===== config.mk =====
export PLATFORM = sky130hd
export DESIGN_NAME = ifu_fetch_queue_flat
export DESIGN_NICKNAME = d
export VERILOG_FILES = /design/src/rtl/ifu_fetch_queue_if.sv /design/src/rtl/ifu_fetch_queue.sv /design/src/flat_wrapper.sv
export SDC_FILE = /design/constraint.sdc
export NUM_CORES = 1
export LEC_CHECK = 0
export BUFFER_PORTS_ARGS = -buffer_cell sky130_fd_sc_hd__clkbuf_2
export CELL_PAD_IN_SITES_DETAIL_PLACEMENT = 0
export CELL_PAD_IN_SITES_GLOBAL_PLACEMENT = 1
export CORE_MARGIN = 2
export CORE_UTILIZATION = 36
export CTS_BUF_LIST = sky130_fd_sc_hd__clkbuf_16
export CTS_CLUSTER_SIZE = 40
export DETAILED_ROUTE_END_ITERATION = 12
export PLACE_DENSITY_LB_ADDON = 0.3
export RECOVER_POWER = 50
export SYNTH_ARGS = -nofsm -noshare
export SYNTH_HDL_FRONTEND = slang
export SYNTH_SLANG_ARGS = --single-unit

===== constraint.sdc =====
create_clock -name clk -period 6.2 [get_ports clk]
set_clock_uncertainty 0.1 [all_clocks]
set_input_delay 1.55 -clock clk [delete_from_list [all_inputs] [get_ports clk]]
set_output_delay 1.55 -clock clk [all_outputs]
set_load 0.005 [all_outputs]

===== src/rtl/ifu_fetch_queue_if.sv =====
// Instruction-memory request/response bundle between the fetch queue and imem.
// The master side is the fetch unit, the slave side is the memory.
interface ifu_fetch_queue_if #(
    parameter int XLEN = 64
);
    logic            req_valid;
    logic            req_ready;
    logic [XLEN-1:0] req_addr;
    logic            resp_valid;
    logic [31:0]     resp_instr;

    modport master (
        output req_valid,
        output req_addr,
        input  req_ready,
        input  resp_valid,
        input  resp_instr
    );

    modport slave (
        input  req_valid,
        input  req_addr,
        output req_ready,
        output resp_valid,
        output resp_instr
    );
endinterface


===== src/rtl/ifu_fetch_queue.sv =====
// Pipelined instruction fetch unit: issues sequential fetches with up to DEPTH
// outstanding, buffers in-order responses in a DEPTH-entry queue and feeds the
// IF/ID register. Redirects discard queued and still-outstanding fetches.
module ifu_fetch_queue #(
    parameter int              XLEN     = 64,
    parameter logic [XLEN-1:0] RESET_PC = 64'h80000000,
    parameter int              DEPTH    = 4,
    parameter logic [31:0]     NOP      = 32'h00000013
) (
    input  logic                 clk,
    input  logic                 rstn,
    input  logic                 jump_en,
    input  logic [XLEN-1:0]      jump_pc,
    ifu_fetch_queue_if.master    imem,
    input  logic                 hazard_stop,
    input  logic                 flush_nop,
    output logic [XLEN-1:0]      ifu_pc,
    output logic [31:0]          ifu_instr,
    output logic [XLEN-1:0]      ifu_snxt_pc,
    output logic                 ifu_valid
);
    localparam int AW = $clog2(DEPTH);
    localparam int CW = AW + 1;

    logic [XLEN-1:0] fetch_pc;
    logic [XLEN-1:0] resp_pc;
    logic [CW-1:0]   inflight;
    logic [CW-1:0]   discard;
    logic [CW-1:0]   count;
    logic [AW-1:0]   wr_ptr;
    logic [AW-1:0]   rd_ptr;
    logic [XLEN-1:0] q_pc    [DEPTH];
    logic [31:0]     q_instr [DEPTH];

    logic [CW:0]     occupancy;
    logic            fire;
    logic            resp_ok;
    logic            push;
    logic            pop;
    logic            bubble;
    logic [XLEN-1:0] bubble_pc;

    // Outstanding fetches plus buffered entries never exceed DEPTH, so every
    // response that returns is guaranteed a free queue slot.
    assign occupancy      = {1'b0, inflight} + {1'b0, count};
    assign imem.req_valid = !jump_en && (occupancy < (CW+1)'(DEPTH));
    assign imem.req_addr  = fetch_pc;
    assign fire           = imem.req_valid && imem.req_ready;
    assign resp_ok        = imem.resp_valid && (inflight != '0);
    assign push           = resp_ok && !jump_en && (discard == '0);
    assign pop            = !jump_en && !flush_nop && !hazard_stop && (count != '0);
    assign bubble         = jump_en || flush_nop || (!hazard_stop && (count == '0));
    assign bubble_pc      = jump_en ? jump_pc : resp_pc;

    // Fetch/response pointers, in-flight and discard accounting, queue pointers.
    always_ff @(posedge clk) begin
        if (!rstn) begin
            fetch_pc <= RESET_PC;
            resp_pc  <= RESET_PC;
            inflight <= '0;
            discard  <= '0;
            count    <= '0;
            wr_ptr   <= '0;
            rd_ptr   <= '0;
        end else begin
            inflight <= inflight + CW'(fire) - CW'(resp_ok);
            if (jump_en) begin
                fetch_pc <= jump_pc;
                resp_pc  <= jump_pc;
                discard  <= inflight - CW'(resp_ok);
                count    <= '0;
                wr_ptr   <= '0;
                rd_ptr   <= '0;
            end else begin
                if (fire) begin
                    fetch_pc <= fetch_pc + XLEN'(4);
                end
                if (resp_ok && (discard != '0)) begin
                    discard <= discard - CW'(1);
                end
                if (push) begin
                    resp_pc <= resp_pc + XLEN'(4);
                    wr_ptr  <= wr_ptr + AW'(1);
                end
                if (pop) begin
                    rd_ptr <= rd_ptr + AW'(1);
                end
                count <= count + CW'(push) - CW'(pop);
            end
        end
    end

    // Queue storage; contents are only meaningful between push and pop.
    always_ff @(posedge clk) begin
        if (push) begin
            q_pc[wr_ptr]    <= resp_pc;
            q_instr[wr_ptr] <= imem.resp_instr;
        end
    end

    // IF/ID register: redirect/flush bubble, then stall hold, then pop, else bubble.
    always_ff @(posedge clk) begin
        if (!rstn) begin
            ifu_pc      <= '0;
            ifu_instr   <= '0;
            ifu_snxt_pc <= '0;
            ifu_valid   <= 1'b0;
        end else if (bubble) begin
            ifu_pc      <= bubble_pc;
            ifu_instr   <= NOP;
            ifu_snxt_pc <= bubble_pc + XLEN'(4);
            ifu_valid   <= 1'b0;
        end else if (pop) begin
            ifu_pc      <= q_pc[rd_ptr];
            ifu_instr   <= q_instr[rd_ptr];
            ifu_snxt_pc <= q_pc[rd_ptr] + XLEN'(4);
            ifu_valid   <= 1'b1;
        end
    end

    // A response with nothing outstanding indicates a misbehaving memory.
    always_ff @(posedge clk) begin
        if (rstn) begin
            assert (!(imem.resp_valid && (inflight == '0)));
        end
    end
endmodule

===== src/flat_wrapper.sv =====
// flat-port wrapper written by rule: the top's interface ports become plain ports
module ifu_fetch_queue_flat 
#(
    parameter int              XLEN     = 64,
    parameter logic [XLEN-1:0] RESET_PC = 64'h80000000,
    parameter int              DEPTH    = 4,
    parameter logic [31:0]     NOP      = 32'h00000013
)
  (clk, rstn, jump_en, jump_pc, hazard_stop, flush_nop, ifu_pc, ifu_instr, ifu_snxt_pc, ifu_valid, imem_req_valid, imem_req_addr, imem_req_ready, imem_resp_valid, imem_resp_instr);
  ifu_fetch_queue_if #(.XLEN(XLEN)) imem_i ();
  input  logic clk;
  input  logic rstn;
  input  logic jump_en;
  input  logic [XLEN-1:0] jump_pc;
  input  logic hazard_stop;
  input  logic flush_nop;
  output logic [XLEN-1:0] ifu_pc;
  output logic [31:0] ifu_instr;
  output logic [XLEN-1:0] ifu_snxt_pc;
  output logic ifu_valid;
  output wire logic [$bits(imem_i.req_valid)-1:0] imem_req_valid;
  output wire logic [$bits(imem_i.req_addr)-1:0] imem_req_addr;
  input wire logic [$bits(imem_i.req_ready)-1:0] imem_req_ready;
  input wire logic [$bits(imem_i.resp_valid)-1:0] imem_resp_valid;
  input wire logic [$bits(imem_i.resp_instr)-1:0] imem_resp_instr;
  assign imem_req_valid = imem_i.req_valid;
  assign imem_req_addr = imem_i.req_addr;
  assign imem_i.req_ready = imem_req_ready;
  assign imem_i.resp_valid = imem_resp_valid;
  assign imem_i.resp_instr = imem_resp_instr;
  ifu_fetch_queue #(.XLEN(XLEN), .RESET_PC(RESET_PC), .DEPTH(DEPTH), .NOP(NOP)) u_core (.clk(clk), .rstn(rstn), .jump_en(jump_en), .jump_pc(jump_pc), .imem(imem_i), .hazard_stop(hazard_stop), .flush_nop(flush_nop), .ifu_pc(ifu_pc), .ifu_instr(ifu_instr), .ifu_snxt_pc(ifu_snxt_pc), .ifu_valid(ifu_valid));
endmodule

==> summary.txt, run 1 <==
Critical path
  • CP endpoint kind: register
  • Type of the setup path with the least slack: in2reg
  • Startpoint Class: input port
  • Max FO, Critical Path: 52
  • Endpoint required time on the critical path: 6650 ps
  • Arrival time of the worst setup path: 5560 ps

Detailed routing
  • Iteration count of the initial detailed-routing pass: 6
  • Final wirelength: 106000 um
  • Detailed-route vias per instance: 5.62
  • DRC violations left: 0
  • Total number of vias: 23000
  • WL/cell: 25.9 um
  • Initial drt markers: 2418
  • Post-route antenna net violation count: 0

Final layout
  • Ratio of cells with drive above 1 in the final layout: 15.0%
  • Final std cell area, no fill: 35300 um^2
  • Syn-to-layout area delta: 16.7%
  • Commonest cells after routing, fill and taps aside: sky130_fd_sc_hd__edfxtp_1, sky130_fd_sc_hd__dfxtp_1, sky130_fd_sc_hd__nor2_1
  • Filler cells: 7940
  • Post-layout net count: 3065
  • Total area of multi-input combinational cells: 11800 um^2
  • Register area: 17600 um^2
  • Leading cell type in the layout, fill and taps excluded: sky130_fd_sc_hd__edfxtp_1

CTS
  • Latest clock arrival within the worst-skew pair: 650 ps
  • Count of hold-fix buffers inserted at cts: 0
  • Reg clk slew, reported paths: 60 ps
  • Root Buffer Master: sky130_fd_sc_hd__clkbuf_16
  • Clock tree from TritonCTS: yes
  • Sink count of the clock tree: 686
  • Maximum number of buffers from clock root to sink: 3
  • Number of post-CTS setup repair buffers: 0
  • Post-cts resize count: 0
  • Number of buffers added by the clock tree synthesis step: 79
  • Level count of the clock H-tree: 3

Synthesis
  • Primary FF master, synth: sky130_fd_sc_hd__edfxtp_1
  • Post-synthesis net count: 2781
  • Dominant cells by area after synthesis: sky130_fd_sc_hd__edfxtp_1, sky130_fd_sc_hd__dfxtp_1, sky130_fd_sc_hd__mux4_2
  • Warning count from the yosys run: 0
  • Average size of a mapped cell: 11.4 um^2
  • Count of cell types in the netlist: 85
  • Share of the yosys chip area belonging to registers: 58.1%
  • #FFs+latches synth: 686
  • EDFF count, synth: 384
  • Instance count of the mapped netlist: 2659
  • Cell type contributing the most total cell area after synthesis: sky130_fd_sc_hd__edfxtp_1
  • Share of flip-flops with an asynchronous set or reset: 0%
  • Area fraction of the dominant cell type after synthesis: 38.1%
  • Syn Std Cell Area: 30200 um^2

Run status
  • Result of the run: complete, but fails checks
  • Violated checks: capacitance limit, slew limit

Timing
  • Final total negative setup slack: 0 ps
  • Unrepaired setup endpoints after global routing: no
  • Setup slack of the critical path after layout: 1080 ps
  • Max Slew Vio Count: 196
  • Final cycle utilization of the critical path: 82.5%
  • Final hold viol count: 0
  • Max Freq: 195 MHz
  • Final Setup Violations: 0
  • Worst-Margin Slew: 3090 ps
  • Final critical-path required period: 5120 ps
  • Worst rel slew slack: -106%

Global routing
  • Via count of the first global-routing pass: 21900
  • Global-route wire length before repair: 152000 um
  • Number of antenna violations at the first check in global routing: 4
  • Total congestion overflow: 0
  • Overall track demand over capacity in global routing: 24.0%
  • Pin count of the biggest net entering global routing: 123

Place
  • Area post-placement: 33000 um^2
  • Total of buffers placed on input and output ports: 328
  • GP Congestion: 0.958
  • DP HPWL: 75700 um
  • Setup Slack @ Placement: 892 ps

Die
  • Core Box Area: 83400 um^2
  • Y dimension of the die: 294 um
  • Starting utilization of the core area: 36.2%
  • Overall die area: 86300 um^2
  • Site row count: 106
  • Total I/O pin count: 329
  • Die span in x: 294 um

Power
  • Post-layout total power: 11.0 mW
  • Peak ir drop on the vdd network: 0.000224 V
  • Total leakage power: 12.1 nW
  • Cell area power density: 312 nW/um^2

Run
  • Max Cap Viol: 5

Worst hold path
  • HP Class: reg2reg
final timing paths:
| path | startpoint | end | slack, ps | cells past startpoint |
|---|---|---|---|---|
| worst max register to register | u_core.discard[0] | u_core.q_pc[2][48] | 1640 | 6 |
| worst max-delay path | jump_en | u_core.ifu_snxt_pc[11] | 1080 | 9 |
| worst min register to register | u_core.ifu_pc[52] | u_core.ifu_pc[52] | 350 | 2 |
| worst min-delay path | u_core.ifu_pc[52] | u_core.ifu_pc[52] | 350 | 2 |
worst max-delay path, cell delays in order:
cell and delay [ps]:
sky130_fd_sc_hd__buf_6 210, sky130_fd_sc_hd__clkinvlp_2 140, sky130_fd_sc_hd__buf_4 320, sky130_fd_sc_hd__clkbuf_1 2000, sky130_fd_sc_hd__nand2_1 390, sky130_fd_sc_hd__nand3_1 200
sky130_fd_sc_hd__o21ai_0 250, sky130_fd_sc_hd__xnor2_1 230, sky130_fd_sc_hd__a211oi_1 240
kinds of logic after synthesis:
group	Yosys count	synth area share, %
AND/OR/NAND/NOR	883	14.1
flip-flops	686	58.1
AO/OA/AOI/OAI	589	11.4
buffers and inverters	205	2.91
multiplexers	153	9.07
XOR/XNOR	124	3.59
adder cells (fa/ha/maj)	19	0.836
synthesized netlist by cell type (11+ instances only):
cell,instances
sky130_fd_sc_hd__edfxtp_1,384
sky130_fd_sc_hd__dfxtp_1,302
sky130_fd_sc_hd__nor2_1,287
sky130_fd_sc_hd__a21oi_1,255
sky130_fd_sc_hd__nand2_1,237
sky130_fd_sc_hd__o21ai_0,167
sky130_fd_sc_hd__clkbuf_1,119
sky130_fd_sc_hd__mux4_2,96
sky130_fd_sc_hd__nand3_1,77
sky130_fd_sc_hd__xnor2_1,74
sky130_fd_sc_hd__xor2_1,50
sky130_fd_sc_hd__mux2i_1,49
sky130_fd_sc_hd__nor3_1,44
sky130_fd_sc_hd__inv_1,37
sky130_fd_sc_hd__and3_1,36
sky130_fd_sc_hd__a211oi_1,35
sky130_fd_sc_hd__nand4_1,33
sky130_fd_sc_hd__a31oi_1,32
sky130_fd_sc_hd__and2_1,32
sky130_fd_sc_hd__nor4_1,29
sky130_fd_sc_hd__buf_2,22
sky130_fd_sc_hd__or3_1,21
sky130_fd_sc_hd__and4_1,20
sky130_fd_sc_hd__ha_1,17
sky130_fd_sc_hd__nand3b_1,12
sky130_fd_sc_hd__buf_1,11
metal layers:
metal / global-route usage [%] / routed length, um / up-vias
li1: - / - / 10500
met4: 8.28 / 3740 / 4
met2: 36.3 / 46900 / 1012
met5: 0 / 26 / -
met1: 34.2 / 46400 / 11400
met3: 4.92 / 8860 / 148
registers in the layout (all words and copies together), names as in the netlist, named ones only:
register and flops:
u_core.q_pc 256, u_core.resp_pc 64, u_core.q_instr 128, u_core.discard 3
u_core.ifu_pc 62, u_core.count 3, u_core.imem.req_addr 64, u_core.wr_ptr 2
u_core.rd_ptr 2, u_core.ifu_snxt_pc 64, u_core.ifu_instr 32, u_core.inflight 3
u_core.ifu_valid 1
where the power goes:
part           internal (mW)  switching (mW)
registers               5.04           0.201
logic                  0.413           0.793
clock network           2.61            1.96
metrics by stage:
stage | hold WS (ps) | utilization, % | cells
detailed placement | 349 | 39.5 | 3942
CTS | 358 | 42.6 | 4086
global placement | 343 | 39.5 | 3942
global route | 377 | 42.3 | 4087
floorplan | 348 | - | 2659
finish | 354 | 42.3 | 4090
cell type report:
type / instances / share of cell area [%]
Tap cell: 1080 / 3.83
Clock inverter: 63 / 1.48
Sequential cell: 686 / 49.8
Timing Repair Buffer: 369 / 5.18
Inverter: 39 / 0.432
Antenna cell: 4 / 0.0284
Clock buffer: 81 / 5.74
Multi-Input combinational cell: 1768 / 33.5
Note: power is estimated with default switching activity, not from simulation.
==> inputs of run 2 (changes only) <==
clock period = 4.5 ns   (was 6.2 ns; I/O delays follow)
==> run 2 against run 1 <==
The flow still finishes with violations (capacitance limit, slew limit). Critical path depth down 1. Total power up 40%. Clock power grew 41%. Register-to-register slack got worse by 820 ps. Final cell count up 1.8%. Sequential share of layout area is 1.1 points lower. Highest routed layer unchanged.
==> summary.txt, run 2 (same netlist as run 1, synthesis figures left out) <==
Run status
  • Result of the run: complete, but fails checks
  • Violated checks: capacitance limit, slew limit

Timing
  • Worst hold margin: 355 ps (+0.592 ps)
  • Unrepaired setup endpoints after global routing: no
  • Final hold viol count: 0 (unchanged)
  • Max Freq: 253 MHz
  • Worst rel slew slack: -47.3% (+59 points)
  • Final Setup Violations: 0 (unchanged)
  • Setup slack of the critical path after layout: 540 ps (-543 ps)
  • Final critical-path required period: 3960 ps
  • Worst-Margin Slew: 2210 ps (-883 ps)
  • Final cycle utilization of the critical path: 88.0%
  • Max Slew Vio Count: 94 (-52%)
  • Final total negative setup slack: 0 ps (unchanged)

Global routing
  • Number of antenna violations at the first check in global routing: 5 (+1)
  • Via count of the first global-routing pass: 22400 (+2.4%)
  • Global-route wire length before repair: 153000 um (+0.39%)
  • Pin count of the biggest net entering global routing: 110 (-11%)
  • Total congestion overflow: 0 (unchanged)
  • Overall track demand over capacity in global routing: 24.0% (-0.062 points)

Power
  • Post-layout total power: 15.4 mW (+40%)
  • Total leakage power: 12.5 nW (+3.4%)
  • Cell area power density: 427 nW/um^2 (+37%)
  • Peak ir drop on the vdd network: 0.000459 V (+110%)

Detailed routing
  • Final wirelength: 106000 um (-0.39%)
  • Post-route antenna net violation count: 0 (unchanged)
  • DRC violations left: 0 (unchanged)
  • WL/cell: 25.4 um (-2.2%)
  • Total number of vias: 23400 (+1.9%)
  • Detailed-route vias per instance: 5.63 (about the same)
  • Initial drt markers: 2147 (-11%)
  • Iteration count of the initial detailed-routing pass: 6 (unchanged)

Final layout
  • Max reg flops: 256 (unchanged)
  • Commonest cells after routing, fill and taps aside: sky130_fd_sc_hd__edfxtp_1, sky130_fd_sc_hd__dfxtp_1, sky130_fd_sc_hd__nor2_1
  • Syn-to-layout area delta: 19.3%
  • Leading cell type in the layout, fill and taps excluded: sky130_fd_sc_hd__edfxtp_1
  • Post-layout net count: 3142 (+2.5%)
  • Ratio of cells with drive above 1 in the final layout: 17.5% (+2.5 points)
  • Final Instance Count excl. Fillers: 4164 (+1.8%)
  • Filler cells: 8029 (+1.1%)
  • Leading registers by flop count: u_core.q_pc: 256 flops, u_core.q_instr: 128 flops
  • Most flops, register: u_core.q_pc

Place
  • GP Congestion: 0.938 (-2.0%)
  • DP HPWL: 77200 um (+2.0%)
  • Setup Slack @ Placement: 243 ps (-649 ps)
  • Total of buffers placed on input and output ports: 328 (unchanged)
  • Number of placed instances with taps included: 4022 (+2.0%)

Worst hold path
  • Worst hold path stage count: 2 (unchanged)
  • HP Start: u_core.ifu_instr[17]
  • HP Class: reg2reg
  • Hold Path End: u_core.ifu_instr[17]

CTS
  • Post-cts resize count: 0 (unchanged)
  • Maximum number of buffers from clock root to sink: 3 (unchanged)
  • Sink count of the clock tree: 686 (unchanged)
  • Level count of the clock H-tree: 3 (unchanged)
  • Reg clk slew, reported paths: 60 ps (about the same)
  • Number of buffers added by the clock tree synthesis step: 76 (-3.8%)
  • Number of post-CTS setup repair buffers: 0 (unchanged)
  • Count of hold-fix buffers inserted at cts: 0 (unchanged)
  • Root Buffer Master: sky130_fd_sc_hd__clkbuf_16
  • Clock tree from TritonCTS: yes
  • Latest clock arrival within the worst-skew pair: 650 ps (about the same)

Die
  • Starting utilization of the core area: 36.2% (unchanged)
  • Die span in x: 294 um (unchanged)
  • Total I/O pin count: 329 (unchanged)
  • Core Box Area: 83400 um^2 (unchanged)
  • Overall die area: 86300 um^2 (unchanged)
  • Site row count: 106 (unchanged)
  • Y dimension of the die: 294 um (unchanged)

Critical path
  • Endpoint required time on the critical path: 4920 ps (-1730 ps)
  • Critical R2R Launch: u_core.count[0]
  • Reg-to-reg slack, setup: 820 ps (-820 ps)
  • Reg2reg path depth: 10 (+4)
  • Startpoint Class: input port
  • Crit Reg-Reg Endpoint: u_core.ifu_snxt_pc[50]
  • Max FO, Critical Path: 51 (-1.9%)
  • Type of the setup path with the least slack: in2reg
  • CP endpoint kind: register
  • Arrival time of the worst setup path: 4380 ps (-1180 ps)

Run
  • Max Cap Viol: 2 (-3)
-- run 2: changes by cell type in the layout (fill, tap and decap cells not counted), moves of 4 or more --
cell,before,now
sky130_fd_sc_hd__and2_0,8,3
sky130_fd_sc_hd__buf_12,8,18
sky130_fd_sc_hd__clkbuf_1,172,176
sky130_fd_sc_hd__clkinvlp_4,2,8
sky130_fd_sc_hd__inv_6,1,6
sky130_fd_sc_hd__clkinv_1,15,9
sky130_fd_sc_hd__inv_1,54,48
sky130_fd_sc_hd__buf_4,30,97
-- run 2: metal layers --
layer / up-vias / wire length [um] / track usage, % / part of all wire, %
met1: 11600 / 46100 / 32.9 / 44
met3: 176 / 8280 / 5.55 / 7.8
met2: 988 / 46300 / 36.1 / 44
met4: 4 / 4900 / 10.5 / 4.6
met5: - / 25 / 0 / 0.024
li1: 10600 / - / - / -
-- run 2: through the flow --
step,instance area [um^2],utilization (%)
2_1_floorplan,30300,-
3_3_place_gp,33700,40.4
3_5_place_dp,33700,40.4
4_1_cts,36300,43.5
5_1_grt,36100,43.3
6_report,36100,43.3
-- run 2: layout make-up --
type	count	area, um^2	area share, %
Tap cell	1080	1350	3.74
Sequential cell	686	17600	48.7
Antenna cell	3	7.51	0.0208
Clock inverter	60	641	1.78
Clock buffer	79	1980	5.48
Multi-Input combinational cell	1768	11800	32.8
Inverter	39	153	0.423
Timing Repair Buffer	449	2550	7.06
-- run 2: power by group --
part	switching (mW)	internal [mW]	total (mW)	leakage, nW
Clock	2.76	3.72	6.48	1.30
Combinational	1.10	0.627	1.72	5.24
Sequential	0.270	6.94	7.21	6.00
-- run 2: worst max-delay path by stage --
stage / from / end / slack (ps) / depth (start not counted)
4_1_cts: jump_en / imem_req_valid / 850 / 5
3_5_place_dp: hazard_stop / u_core.ifu_snxt_pc[50] / 240 / 11
5_1_grt: flush_nop / u_core.ifu_pc[20] / 340 / 8
2_1_floorplan: jump_en / u_core.ifu_snxt_pc[58] / 30 / 17
6_report: flush_nop / u_core.ifu_pc[25] / 540 / 8
3_3_place_gp: flush_nop / u_core.ifu_snxt_pc[50] / 290 / 12
-- run 2: worst max-delay path: stages --
cell	delay (ps)
sky130_fd_sc_hd__clkbuf_1	110
sky130_fd_sc_hd__nor2_4	440
sky130_fd_sc_hd__buf_12	270
sky130_fd_sc_hd__and2_1	1650
sky130_fd_sc_hd__buf_4	440
sky130_fd_sc_hd__nor2_1	80
sky130_fd_sc_hd__a21oi_1	150
sky130_fd_sc_hd__nor2_1	50
==> inputs of run 3 (changes only) <==
CORE_ASPECT_RATIO = 0.6   (was default)
==> run 3 against run 2 <==
The flow still finishes with violations (capacitance limit, slew limit). Via count increased by 0.33%. Combinational power increased by 2%. Die area about the same. Fmax increased by 0.29%. Total power decreased by 5.3%. Critical path depth decreased by 4. Cell area decreased by 1.3%. Clock power decreased by 13%.
==> summary.txt, run 3 (same netlist as run 1, synthesis figures left out) <==
Final layout
  • Final std cell area, no fill: 35600 um^2 (-1.3%)
  • Total area of multi-input combinational cells: 11800 um^2 (about the same)
  • Most flops, register: u_core.q_pc
  • Leading cell type in the layout, fill and taps excluded: sky130_fd_sc_hd__edfxtp_1
  • Leading registers by flop count: u_core.q_pc: 256 flops, u_core.q_instr: 128 flops
  • Post-layout net count: 3124 (-0.57%)
  • Filler cells: 8016 (-0.16%)
  • Commonest cells after routing, fill and taps aside: sky130_fd_sc_hd__edfxtp_1, sky130_fd_sc_hd__dfxtp_1, sky130_fd_sc_hd__nor2_1
  • Max reg flops: 256 (unchanged)
  • Register area: 17600 um^2 (unchanged)
  • Ratio of cells with drive above 1 in the final layout: 16.3% (-1.2 points)
  • Syn-to-layout area delta: 17.7%

Critical path
  • Critical R2R Launch: u_core.imem.req_addr[11]
  • Startpoint Class: input port
  • CP endpoint kind: register
  • Reg2reg path depth: 8 (-2)
  • Max FO, Critical Path: 96 (+88%)
  • Arrival time of the worst setup path: 4360 ps (-20 ps)
  • Type of the setup path with the least slack: in2reg
  • Crit Reg-Reg Endpoint: u_core.imem.req_addr[63]
  • Reg-to-reg slack, setup: 690 ps (-130 ps)
  • Endpoint required time on the critical path: 4920 ps (about the same)

Detailed routing
  • Final wirelength: 108000 um (+2.4%)
  • DRC violations left: 0 (unchanged)
  • Post-route antenna net violation count: 0 (unchanged)
  • WL/cell: 25.8 um (+1.8%)
  • Iteration count of the initial detailed-routing pass: 6 (unchanged)
  • Total number of vias: 23500 (+0.33%)
  • Initial drt markers: 3146 (+47%)
  • Detailed-route vias per instance: 5.61 (-0.32%)

Timing
  • Final cycle utilization of the critical path: 87.8% (-0.25 points)
  • Final hold viol count: 0 (unchanged)
  • Max Freq: 253 MHz (+0.29%)
  • Unrepaired setup endpoints after global routing: no
  • Worst-Margin Slew: 2140 ps (-74.0 ps)
  • Worst rel slew slack: -42.3% (+4.9 points)
  • Final critical-path required period: 3950 ps (-11.3 ps)
  • Final Setup Violations: 0 (unchanged)
  • Final total negative setup slack: 0 ps (unchanged)
  • Max Slew Vio Count: 211 (+120%)

Worst hold path
  • HP Class: reg2reg
  • Hold Path End: u_core.ifu_instr[23]
  • HP Start: u_core.ifu_instr[23]
  • Worst hold path stage count: 2 (unchanged)

Power
  • Total leakage power: 12.3 nW (-2.2%)
  • Cell area power density: 410 nW/um^2 (-4.0%)
  • Peak ir drop on the vdd network: 0.000207 V (-55%)
  • Post-layout total power: 14.6 mW (-5.3%)

CTS
  • Maximum number of buffers from clock root to sink: 3 (unchanged)
  • Count of hold-fix buffers inserted at cts: 0 (unchanged)
  • Post-cts resize count: 0 (unchanged)
  • Reg clk slew, reported paths: 60 ps (about the same)
  • Root Buffer Master: sky130_fd_sc_hd__clkbuf_16
  • Number of post-CTS setup repair buffers: 0 (unchanged)
  • Clock tree from TritonCTS: yes
  • Latest clock arrival within the worst-skew pair: 630 ps (-20 ps)
  • Sink count of the clock tree: 686 (unchanged)
  • Number of buffers added by the clock tree synthesis step: 71 (-6.6%)
  • Level count of the clock H-tree: 3 (unchanged)

Global routing
  • Number of antenna violations at the first check in global routing: 4 (-1)
  • Overall track demand over capacity in global routing: 24.4% (+0.46 points)
  • Global-route wire length before repair: 154000 um (+0.85%)
  • Total congestion overflow: 0 (unchanged)
  • Via count of the first global-routing pass: 21700 (-3.3%)
  • Pin count of the biggest net entering global routing: 100 (-9.1%)

Place
  • GP Congestion: 0.919 (-2.1%)
  • Area post-placement: 33700 um^2 (about the same)
  • Total of buffers placed on input and output ports: 328 (unchanged)
  • DP HPWL: 79300 um (+2.8%)

Die
  • Starting utilization of the core area: 36.3% (+0.049 points)
  • Y dimension of the die: 228 um (-22%)
  • Die span in x: 378 um (+29%)
  • Site row count: 82 (-23%)
  • Total I/O pin count: 329 (unchanged)
  • Overall die area: 86400 um^2 (about the same)
  • Core Box Area: 83300 um^2 (-0.13%)

Run status
  • Result of the run: complete, but fails checks
  • Violated checks: capacitance limit, slew limit

Run
  • Max Cap Viol: 3 (+1)
[run 3: metal layers]
layer | wire length (um) | up-vias | track usage, %
met2 | 39000 | 1198 | 29.2
met1 | 53100 | 11600 | 39.9
li1 | - | 10600 | -
met3 | 14900 | 83 | 10.3
met4 | 1180 | 4 | 3.47
met5 | 28 | - | 0
[run 3: final cells by class]
cell class,count,share of cell area [%]
sequential,686,49.4
inverter,39,0.425
tap,1134,3.99
clock buffer,75,5.27
clock inverter,52,0.826
timing repair buffer,436,6.90
multi-input combinational,1768,33.2
antenna,1,0.00703
[run 3: worst max path at each step]
stage	startpoint	to	slack (ps)	depth (start not counted)
floorplan	jump_en	u_core.ifu_snxt_pc[58]	30	17
global placement	hazard_stop	u_core.ifu_snxt_pc[58]	210	12
detailed placement	hazard_stop	u_core.ifu_snxt_pc[50]	160	12
CTS	jump_en	imem_req_valid	740	5
global route	rstn	u_core.ifu_snxt_pc[35]	320	4
finish	rstn	u_core.ifu_snxt_pc[43]	550	4
[run 3: where the power goes]
| group | internal, mW | switching [mW] | total (mW) |
|---|---|---|---|
| clock network | 3.12 | 2.48 | 5.61 |
| logic | 0.622 | 1.14 | 1.76 |
| registers | 6.94 | 0.292 | 7.23 |
| total | 10.7 | 3.92 | 14.6 |
[run 3: per-stage QoR]
stage | cells | hold slack (ps) | setup WS [ps] | utilization (%)
after floorplan | 2659 | 348 | 33.5 | -
after CTS | 4190 | 357 | 742 | 43.0
after global routing | 4191 | 373 | 315 | 42.7
after detailed placement | 4063 | 348 | 161 | 40.4
after global placement | 4063 | 340 | 207 | 40.4
final | 4191 | 354 | 551 | 42.7
[run 3: worst max-delay path, stage by stage]
cell and delay (ps):
sky130_fd_sc_hd__clkbuf_1 500, sky130_fd_sc_hd__clkinvlp_4 1700, sky130_fd_sc_hd__buf_4 810, sky130_fd_sc_hd__a211oi_1 220
